==> config.mk <==
export PLATFORM = sky130hd
export DESIGN_NAME = mem_access_flat
export DESIGN_NICKNAME = d
export VERILOG_FILES = /design/src/rtl/qu_common.sv /design/src/rtl/mem_access_if.sv /design/src/rtl/ldst_align.sv /design/src/rtl/mem_access.sv /design/src/flat_wrapper.sv
export SDC_FILE = /design/constraint.sdc
export NUM_CORES = 1
export LEC_CHECK = 0
export CORE_MARGIN = 5
export CORE_UTILIZATION = 40
export DETAILED_ROUTE_END_ITERATION = 10
export MAX_ROUTING_LAYER = met4
export PLACE_DENSITY = 0.79
export SYNTH_ARGS = -nofsm -noshare
export SYNTH_HDL_FRONTEND = slang
export SYNTH_SLANG_ARGS = --single-unit
==> constraint.sdc <==
create_clock -name clk -period 2.4 [get_ports clk]
set_input_delay 0.48 -clock clk [delete_from_list [all_inputs] [get_ports clk]]
set_output_delay 0.48 -clock clk [all_outputs]
set_load 0.01 [all_outputs]
==> src/rtl/qu_common.sv <==
// ============================================================================
//  Module   : qu_common (package)
//  Purpose  : Shared types and constants for the memory-access stage:
//             reservation-station cell layout, FSM state encoding,
//             exception codes and RISC-V load/store funct3 encodings.
//  Ports    : n/a (package)
//  Revision : 1.0 - initial release
// ============================================================================
`default_nettype none

package qu_common;

  typedef enum logic [1:0] {
    OPT_ALU    = 2'd0,
    OPT_LOAD   = 2'd1,
    OPT_STORE  = 2'd2,
    OPT_BRANCH = 2'd3
  } optype_t;

  typedef struct packed {
    optype_t    optype;
    logic [2:0] funct3;
  } op_t;

  typedef struct packed {
    logic        busy;
    op_t         op;
    logic [31:0] vj;
    logic [31:0] vk;
    logic [3:0]  dest;
  } res_st_cell_t;

  typedef enum logic [2:0] {
    ST_IDLE  = 3'd0,
    ST_REQ   = 3'd1,
    ST_WAIT  = 3'd2,
    ST_DRAIN = 3'd3,
    ST_DONE  = 3'd4
  } mem_state_t;

  typedef enum logic [1:0] {
    EXC_NONE        = 2'b00,
    EXC_LD_MISALIGN = 2'b01,
    EXC_ST_MISALIGN = 2'b10,
    EXC_BUS_TIMEOUT = 2'b11
  } mem_exc_t;

  localparam logic [2:0] c_LB  = 3'b000;
  localparam logic [2:0] c_LH  = 3'b001;
  localparam logic [2:0] c_LW  = 3'b010;
  localparam logic [2:0] c_LBU = 3'b100;
  localparam logic [2:0] c_LHU = 3'b101;
  localparam logic [2:0] c_SB  = 3'b000;
  localparam logic [2:0] c_SH  = 3'b001;
  localparam logic [2:0] c_SW  = 3'b010;

endpackage

`default_nettype wire

==> src/rtl/mem_access_if.sv <==
// ============================================================================
//  Module   : mem_access_if (interface)
//  Purpose  : Bundles the execute-side input handshake, the data-memory
//             req/gnt/rvalid bus and the writeback output handshake.
//  Modports : slave  - the memory stage (mem_access)
//             master - the surrounding environment (execute, memory, WB)
//  Revision : 1.0 - initial release
// ============================================================================
`default_nettype none

interface mem_access_if;
  import qu_common::*;

  logic         in_valid;
  logic         in_ready;
  res_st_cell_t in_cell;
  logic [31:0]  in_addr;
  logic         flush;

  logic         dmem_req;
  logic         dmem_we;
  logic [31:0]  dmem_addr;
  logic [31:0]  dmem_wdata;
  logic [3:0]   dmem_be;
  logic         dmem_gnt;
  logic         dmem_rvalid;
  logic [31:0]  dmem_rdata;

  logic         out_valid;
  logic         out_ready;
  res_st_cell_t out_cell;
  logic [31:0]  out_value;
  logic [1:0]   out_exc;

  modport slave (
    input  in_valid, in_cell, in_addr, flush,
    input  dmem_gnt, dmem_rvalid, dmem_rdata, out_ready,
    output in_ready, dmem_req, dmem_we, dmem_addr, dmem_wdata, dmem_be,
    output out_valid, out_cell, out_value, out_exc
  );

  modport master (
    output in_valid, in_cell, in_addr, flush,
    output dmem_gnt, dmem_rvalid, dmem_rdata, out_ready,
    input  in_ready, dmem_req, dmem_we, dmem_addr, dmem_wdata, dmem_be,
    input  out_valid, out_cell, out_value, out_exc
  );

endinterface

`default_nettype wire

==> src/rtl/ldst_align.sv <==
// ============================================================================
//  Module   : ldst_align
//  Purpose  : Combinational lane formatting for loads and stores.
//  Ports    : i_addr_lo    - byte offset within the word
//             i_funct3     - load/store width/sign encoding
//             i_is_store   - 1 = store formatting, 0 = load formatting
//             i_store_data - raw store data (vk)
//             i_rdata      - raw load word from memory
//             o_be/o_wdata - byte enables / lane-replicated store data
//             o_load_value - extended load result
//             o_misaligned - access crosses its natural alignment
//  Revision : 1.0 - initial release
// ============================================================================
`default_nettype none

module ldst_align
  import qu_common::*;
(
  input  wire logic [1:0]  i_addr_lo,
  input  wire logic [2:0]  i_funct3,
  input  wire logic        i_is_store,
  input  wire logic [31:0] i_store_data,
  input  wire logic [31:0] i_rdata,
  output logic      [3:0]  o_be,
  output logic      [31:0] o_wdata,
  output logic      [31:0] o_load_value,
  output logic             o_misaligned
);

  logic [7:0]  w_byte;
  logic [15:0] w_half;

  assign w_byte = i_rdata[8*i_addr_lo +: 8];
  assign w_half = i_addr_lo[1] ? i_rdata[31:16] : i_rdata[15:0];

  always_comb begin
    o_be         = 4'b1111;
    o_wdata      = 32'h0;
    o_load_value = i_rdata;
    o_misaligned = 1'b0;
    if (i_is_store) begin
      case (i_funct3)
        c_SB: begin
          o_be    = 4'b0001 << i_addr_lo;
          o_wdata = {4{i_store_data[7:0]}};
        end
        c_SH: begin
          o_be         = i_addr_lo[1] ? 4'b1100 : 4'b0011;
          o_wdata      = {2{i_store_data[15:0]}};
          o_misaligned = i_addr_lo[0];
        end
        default: begin
          o_wdata      = i_store_data;
          o_misaligned = |i_addr_lo;
        end
      endcase
    end else begin
      // funct3[2] selects zero extension for the byte/half variants.
      case (i_funct3)
        c_LB, c_LBU: begin
          o_load_value = i_funct3[2] ? {24'h0, w_byte} : {{24{w_byte[7]}}, w_byte};
        end
        c_LH, c_LHU: begin
          o_load_value = i_funct3[2] ? {16'h0, w_half} : {{16{w_half[15]}}, w_half};
          o_misaligned = i_addr_lo[0];
        end
        default: begin
          o_misaligned = |i_addr_lo;
        end
      endcase
    end
  end

endmodule

`default_nettype wire

==> src/rtl/mem_access.sv <==
// ============================================================================
//  Module   : mem_access
//  Purpose  : Memory stage after execute. Runs one data-memory transaction
//             at a time over a req/gnt/rvalid bus and hands the result cell,
//             value and exception code to writeback.
//  Ports    : clk   - clock
//             rst_n - asynchronous active-low reset
//             bus   - mem_access_if.slave (input handshake, dmem bus,
//                     output handshake, flush)
//  Params   : XLEN (32 only), BUS_TIMEOUT (>=1 cycles of REQ without grant)
//  Revision : 1.0 - initial release
// ============================================================================
`default_nettype none

module mem_access
  import qu_common::*;
#(
  parameter int XLEN        = 32,
  parameter int BUS_TIMEOUT = 256
) (
  input wire logic     clk,
  input wire logic     rst_n,
  mem_access_if.slave  bus
);

  localparam int                 c_CNT_W    = (BUS_TIMEOUT > 1) ? $clog2(BUS_TIMEOUT) : 1;
  localparam logic [c_CNT_W-1:0] c_CNT_LAST = c_CNT_W'(BUS_TIMEOUT - 1);

  mem_state_t         r_state;
  res_st_cell_t       r_cell;
  logic [1:0]         r_addr_lo;
  logic               r_req;
  logic               r_we;
  logic [XLEN-1:0]    r_daddr;
  logic [XLEN-1:0]    r_wdata;
  logic [3:0]         r_be;
  logic               r_out_valid;
  logic [XLEN-1:0]    r_out_value;
  mem_exc_t           r_out_exc;
  logic [c_CNT_W-1:0] r_cnt;

  logic               w_in_ready;
  logic               w_in_store;
  logic               w_cur_store;
  logic               w_idle;
  logic [1:0]         w_addr_lo;
  logic [2:0]         w_funct3;
  logic               w_is_store;
  logic [3:0]         w_be;
  logic [31:0]        w_wdata;
  logic [31:0]        w_load_value;
  logic               w_misaligned;

  assign w_idle      = (r_state == ST_IDLE);
  assign w_in_ready  = w_idle && !bus.flush;
  assign w_in_store  = (bus.in_cell.op.optype == OPT_STORE);
  assign w_cur_store = (r_cell.op.optype == OPT_STORE);

  // One formatter serves both phases: the incoming op while idle (store
  // lanes, misalignment) and the captured op afterwards (load extension).
  assign w_addr_lo  = w_idle ? bus.in_addr[1:0]      : r_addr_lo;
  assign w_funct3   = w_idle ? bus.in_cell.op.funct3 : r_cell.op.funct3;
  assign w_is_store = w_idle ? w_in_store            : w_cur_store;

  ldst_align u_ldst_align (
    .i_addr_lo    (w_addr_lo),
    .i_funct3     (w_funct3),
    .i_is_store   (w_is_store),
    .i_store_data (bus.in_cell.vk),
    .i_rdata      (bus.dmem_rdata),
    .o_be         (w_be),
    .o_wdata      (w_wdata),
    .o_load_value (w_load_value),
    .o_misaligned (w_misaligned)
  );

  always_ff @(posedge clk or negedge rst_n) begin
    if (!rst_n) begin
      r_state     <= ST_IDLE;
      r_cell      <= '0;
      r_addr_lo   <= 2'b00;
      r_req       <= 1'b0;
      r_we        <= 1'b0;
      r_daddr     <= '0;
      r_wdata     <= '0;
      r_be        <= 4'b0000;
      r_out_valid <= 1'b0;
      r_out_value <= '0;
      r_out_exc   <= EXC_NONE;
      r_cnt       <= '0;
    end else begin
      case (r_state)
        ST_IDLE: begin
          if (bus.in_valid && w_in_ready) begin
            r_cell      <= bus.in_cell;
            r_addr_lo   <= bus.in_addr[1:0];
            r_out_value <= '0;
            if (w_misaligned) begin
              r_out_exc   <= w_in_store ? EXC_ST_MISALIGN : EXC_LD_MISALIGN;
              r_out_valid <= 1'b1;
              r_state     <= ST_DONE;
            end else begin
              r_out_exc <= EXC_NONE;
              r_req     <= 1'b1;
              r_we      <= w_in_store;
              r_daddr   <= {bus.in_addr[XLEN-1:2], 2'b00};
              r_be      <= w_be;
              r_wdata   <= w_wdata;
              r_state   <= ST_REQ;
            end
          end
        end

        ST_REQ: begin
          if (bus.dmem_gnt) begin
            // A granted store is committed even if flushed in the same cycle.
            r_req <= 1'b0;
            r_cnt <= '0;
            if (bus.flush) begin
              r_state <= r_we ? ST_IDLE : ST_DRAIN;
            end else if (r_we) begin
              r_out_valid <= 1'b1;
              r_state     <= ST_DONE;
            end else begin
              r_state <= ST_WAIT;
            end
          end else if (bus.flush) begin
            r_req   <= 1'b0;
            r_cnt   <= '0;
            r_state <= ST_IDLE;
          end else if (r_cnt == c_CNT_LAST) begin
            r_req       <= 1'b0;
            r_cnt       <= '0;
            r_out_exc   <= EXC_BUS_TIMEOUT;
            r_out_valid <= 1'b1;
            r_state     <= ST_DONE;
          end else begin
            r_cnt <= r_cnt + 1'b1;
          end
        end

        ST_WAIT: begin
          if (bus.dmem_rvalid) begin
            if (bus.flush) begin
              r_state <= ST_IDLE;
            end else begin
              r_out_value <= w_load_value;
              r_out_valid <= 1'b1;
              r_state     <= ST_DONE;
            end
          end else if (bus.flush) begin
            r_state <= ST_DRAIN;
          end
        end

        ST_DRAIN: begin
          if (bus.dmem_rvalid) begin
            r_state <= ST_IDLE;
          end
        end

        ST_DONE: begin
          if (bus.flush || bus.out_ready) begin
            r_out_valid <= 1'b0;
            r_state     <= ST_IDLE;
          end
        end

        default: begin
          r_state <= ST_IDLE;
        end
      endcase
    end
  end

  assign bus.in_ready   = w_in_ready;
  assign bus.dmem_req   = r_req;
  assign bus.dmem_we    = r_we;
  assign bus.dmem_addr  = r_daddr;
  assign bus.dmem_wdata = r_wdata;
  assign bus.dmem_be    = r_be;
  assign bus.out_valid  = r_out_valid;
  assign bus.out_cell   = r_cell;
  assign bus.out_value  = r_out_value;
  assign bus.out_exc    = r_out_exc;

endmodule

`default_nettype wire

==> src/flat_wrapper.sv <==
// flat-port wrapper written by rule: the top's interface ports become plain ports
module mem_access_flat import qu_common::*;
#(
  parameter int XLEN        = 32,
  parameter int BUS_TIMEOUT = 256
)
  (clk, rst_n, bus_in_valid, bus_in_cell, bus_in_addr, bus_flush, bus_dmem_gnt, bus_dmem_rvalid, bus_dmem_rdata, bus_out_ready, bus_in_ready, bus_dmem_req, bus_dmem_we, bus_dmem_addr, bus_dmem_wdata, bus_dmem_be, bus_out_valid, bus_out_cell, bus_out_value, bus_out_exc);
  mem_access_if bus_i ();
  input wire logic clk;
  input wire logic rst_n;
  input wire logic [$bits(bus_i.in_valid)-1:0] bus_in_valid;
  input wire logic [$bits(bus_i.in_cell)-1:0] bus_in_cell;
  input wire logic [$bits(bus_i.in_addr)-1:0] bus_in_addr;
  input wire logic [$bits(bus_i.flush)-1:0] bus_flush;
  input wire logic [$bits(bus_i.dmem_gnt)-1:0] bus_dmem_gnt;
  input wire logic [$bits(bus_i.dmem_rvalid)-1:0] bus_dmem_rvalid;
  input wire logic [$bits(bus_i.dmem_rdata)-1:0] bus_dmem_rdata;
  input wire logic [$bits(bus_i.out_ready)-1:0] bus_out_ready;
  output wire logic [$bits(bus_i.in_ready)-1:0] bus_in_ready;
  output wire logic [$bits(bus_i.dmem_req)-1:0] bus_dmem_req;
  output wire logic [$bits(bus_i.dmem_we)-1:0] bus_dmem_we;
  output wire logic [$bits(bus_i.dmem_addr)-1:0] bus_dmem_addr;
  output wire logic [$bits(bus_i.dmem_wdata)-1:0] bus_dmem_wdata;
  output wire logic [$bits(bus_i.dmem_be)-1:0] bus_dmem_be;
  output wire logic [$bits(bus_i.out_valid)-1:0] bus_out_valid;
  output wire logic [$bits(bus_i.out_cell)-1:0] bus_out_cell;
  output wire logic [$bits(bus_i.out_value)-1:0] bus_out_value;
  output wire logic [$bits(bus_i.out_exc)-1:0] bus_out_exc;
  assign bus_i.in_valid = bus_in_valid;
  assign bus_i.in_cell = bus_in_cell;
  assign bus_i.in_addr = bus_in_addr;
  assign bus_i.flush = bus_flush;
  assign bus_i.dmem_gnt = bus_dmem_gnt;
  assign bus_i.dmem_rvalid = bus_dmem_rvalid;
  assign bus_i.dmem_rdata = bus_dmem_rdata;
  assign bus_i.out_ready = bus_out_ready;
  assign bus_in_ready = bus_i.in_ready;
  assign bus_dmem_req = bus_i.dmem_req;
  assign bus_dmem_we = bus_i.dmem_we;
  assign bus_dmem_addr = bus_i.dmem_addr;
  assign bus_dmem_wdata = bus_i.dmem_wdata;
  assign bus_dmem_be = bus_i.dmem_be;
  assign bus_out_valid = bus_i.out_valid;
  assign bus_out_cell = bus_i.out_cell;
  assign bus_out_value = bus_i.out_value;
  assign bus_out_exc = bus_i.out_exc;
  mem_access #(.XLEN(XLEN), .BUS_TIMEOUT(BUS_TIMEOUT)) u_core (.clk(clk), .rst_n(rst_n), .bus(bus_i));
endmodule
==> results.cfg, run 1 <==
[run_status]
status = finished, final reports clean

[clock_tree]
clk_pin_slew_worst_paths_ns = 0.08
tritoncts = yes
cts_made_buffers = 17
clk_path_buf_depth = 2
cts.sink_count = 190
clk_latency_ns = 0.43
clock-root-buffer = clkbuf_16
htreeDepth = 4

[drt]
vias = 7527
drt-total-wl_um = 28600
met3_length_um = 2300
drc = 0
highest-signal-layer = met4
drtPass1Iterations = 5
ant_nets = 0
wl_met1_um = 11100
drtIter0Drc = 419
post_drt_wl_per_cell_um = 20.0
wl_met2_um = 14600
avgViaCountPerCell = 5.26

[yosys]
yosys.area_share.simple = 0.134
ys_seq_area_frac = 0.557
synth-adder-area-share = 0.00147
syn_inst = 781
yosysMostFrequentCell = dfrtp_1
synth_mux_area_frac = 0.146
synth_area_mm2 = 0.00853
synth_seq_cells = 190
synth_flop_cell = dfrtp_1
synthTopCellsByArea = dfrtp_1 (56%), mux2_2 (11%), nand2_1 (7.6%)
synth_commonest_cells = dfrtp_1 (190), nand2_1 (172), mux2_2 (87)
synth-edff-count = 0
synth_compound_area_frac = 0.129
synth_top_family_by_area = multiplexers
postSynthAreaPerCell_um2 = 10.9
ys.warnings.count = 0
async_reset_ff_frac = 1.00
synth_xor_xnor_area_share = 0.00308
yosysTopAreaCellShare = 0.557
yosysUniqueCellTypes = 59
synth_top_cell_by_area = dfrtp_1

[place]
portBuffers = 322
globalplace.congestion = 0.910
dp.cells = 1397
pre_cts_ws_ns = -0.552
dp_hpwl_um = 21400
placed_area_mm2 = 0.0126

[floorplanning]
die-area_mm2 = 0.0244
rows = 53
die_w_um = 156
top_level_ports = 325
initial_utilization = 0.406
die_y_um = 156
coreArea_mm2 = 0.0210

[cells_and_area]
layout-drive-gt1-share = 0.176
design_area_mm2 = 0.0132
finalNetCount = 1289
utilization = 0.630
nFillCells = 1660
final-instance-count-excl-fill = 1432
area_growth_pct = 55.2

[timing]
fin_crit_sh = 0.951
finClkSkew_ns = 0.0137
slew_viol_final = 0
worst_pin_slew_ns = 0.670
hold_viol_final = 0
clock.fmax_mhz = 438
timing.slew.headroom = 0.542
min_period_ns = 2.28
rsz0062_at_grt = no
final-setup-viol-count = 0
setup_slack_ns = 0.119

[flow_run]
drv_cap = 0

[pwr]
cellLeakagePower_nw = 5.77
ir_drop_v = 0.000686
finalPower_mw = 17.0
power_density_mw_per_mm2 = 1280

[setup_path]
end_kind = flip-flop
startpoint_type = flip-flop
crit_arrival_ns = 2.57
cp_max_fo = 12
crit_required_ns = 2.69
worst-setup-path-type = reg -> reg

[global_routing]
antenna_found_initial = 1
grt_pass1_vias = 8125
track_usage = 0.241
grt_max_degree = 56
grt_pass1_wl_um = 44500
grt_overflow_total = 0

[hold_path]
hold_path.class = in -> async
## state kept, by name (all words and copies together), names as in the netlist
name,flops
u_core.bus.out_value,32
u_core.bus.out_valid,1
u_core.bus.dmem_wdata,32
u_core.bus.dmem_we,1
u_core.r_state,3
u_core.bus.out_exc,2
u_core.bus.dmem_req,1
u_core.r_addr_lo,2
u_core.bus.dmem_addr,30
u_core.bus.dmem_be,4
u_core.bus.out_cell,74
u_core.r_cnt,8
## kinds of logic (layout without fill, tap and decap cells)
group | Yosys count | after routing
buffers and inverters | 52 | 426
xor gates and xnor gates | 3 | 3
and+or+nand+nor | 260 | 260
other | 1 | 3
muxes | 112 | 112
adders and majority gates | 1 | 1
DFF | 190 | 190
AOI/OAI and AO/OA | 162 | 162
## metal layers
| metal | global-route usage | vias up |
|---|---|---|
| met4 | 0.0738 | 0 |
| met3 | 0.0699 | 44 |
| met5 | - | - |
| met2 | 0.402 | 332 |
| li1 | - | 3491 |
| met1 | 0.282 | 3660 |
## worst max-delay path: stages, from the launching register on
cell and delay (ns):
dfrtp_1 0.40, buf_4 0.16, buf_4 0.17, nor3_1 0.20, buf_4 0.17, nand3_4 0.16
a21oi_4 0.25, nand2_1 0.13, buf_12 0.16, o21ai_0 0.34
## power breakdown
| part | total [mW] | leakage, nW | switching [mW] | internal [mW] |
|---|---|---|---|---|
| Clock | 2.96 | 0.306 | 1.41 | 1.54 |
| Combinational | 8.53 | 3.06 | 3.89 | 4.64 |
| Sequential | 5.46 | 2.40 | 0.860 | 4.60 |
| Total | 17.0 | 5.77 | 6.17 | 10.8 |
## per-stage QoR
step                      setup TNS (ns)  hold WS, ns
after global routing                   0       0.0547
final                                  0       0.0354
after floorplan                        0        0.184
after detailed placement          -11.75        0.455
after global placement             -9.23        0.449
after CTS                              0       0.0322
## layout by cell type (no fill, tap or decap), types with 4 or more instances in the layout
cell type        synthesis  layout
nand3_1                 16      15
a21oi_1                 15      14
buf_4                    3      51
o22ai_1                  4       4
a221o_1                 17      17
a32oi_1                  5       5
clkdlybuf4s50_1          0     320
o21ai_0                 70      69
buf_12                   0      16
and3_1                   5       5
clkbuf_16                0      17
nand2_1                172     172
nor2b_1                  8       8
o21a_1                   7       7
mux2i_1                 24      24
inv_1                    5       5
o2bb2ai_1                5       5
a31oi_1                  8       8
nand2b_1                 7       7
nor3_1                  14      14
clkinv_8                 0       4
mux2_2                  87      87
dfrtp_1                190     190
inv_8                    0       5
nor2_1                  18      18
## repair_timing
| item | CTS | global route |
|---|---|---|
| endpoints found under the setup margin | 17 | 0 |
| setup buffers | 2 | 0 |
| gates resized for setup | 2 | 0 |
| hold buffers | 0 | 0 |
## worst paths after layout
path	startpoint	endpoint	slack (ns)	depth (start not counted)
max in group asynchronous	rst_n	u_core.bus.dmem_addr[14]	1.72	2
worst max register to register	u_core.r_state[1]	u_core.bus.dmem_wdata[23]	0.12	9
worst min register to register	u_core.bus.dmem_wdata[2]	u_core.bus.dmem_wdata[2]	0.47	2
worst min-delay path	rst_n	u_core.r_cnt[4]	0.04	1
worst max-delay path	u_core.r_state[1]	u_core.bus.dmem_wdata[23]	0.12	9
min in group clk	u_core.bus.dmem_wdata[2]	u_core.bus.dmem_wdata[2]	0.47	2
## area by class of cell
cell class | count | area [µm²] | area share
Clock inverter | 14 | 186 | 0.0141
Multi-Input combinational cell | 540 | 3570 | 0.270
Tap cell | 275 | 344 | 0.0260
Antenna cell | 1 | 2.50 | 0.000189
Clock buffer | 18 | 439 | 0.0332
Inverter | 5 | 18.8 | 0.00142
Sequential cell | 190 | 4750 | 0.359
Timing Repair Buffer | 389 | 3930 | 0.297
Power figures use the tool's default switching activity.
==> inputs of run 2 (changes only) <==
ABC_AREA = 0   (was unset)
==> results of run 2 <==
Same layout as run 1: the final DEF is identical, and so are final timing and power.
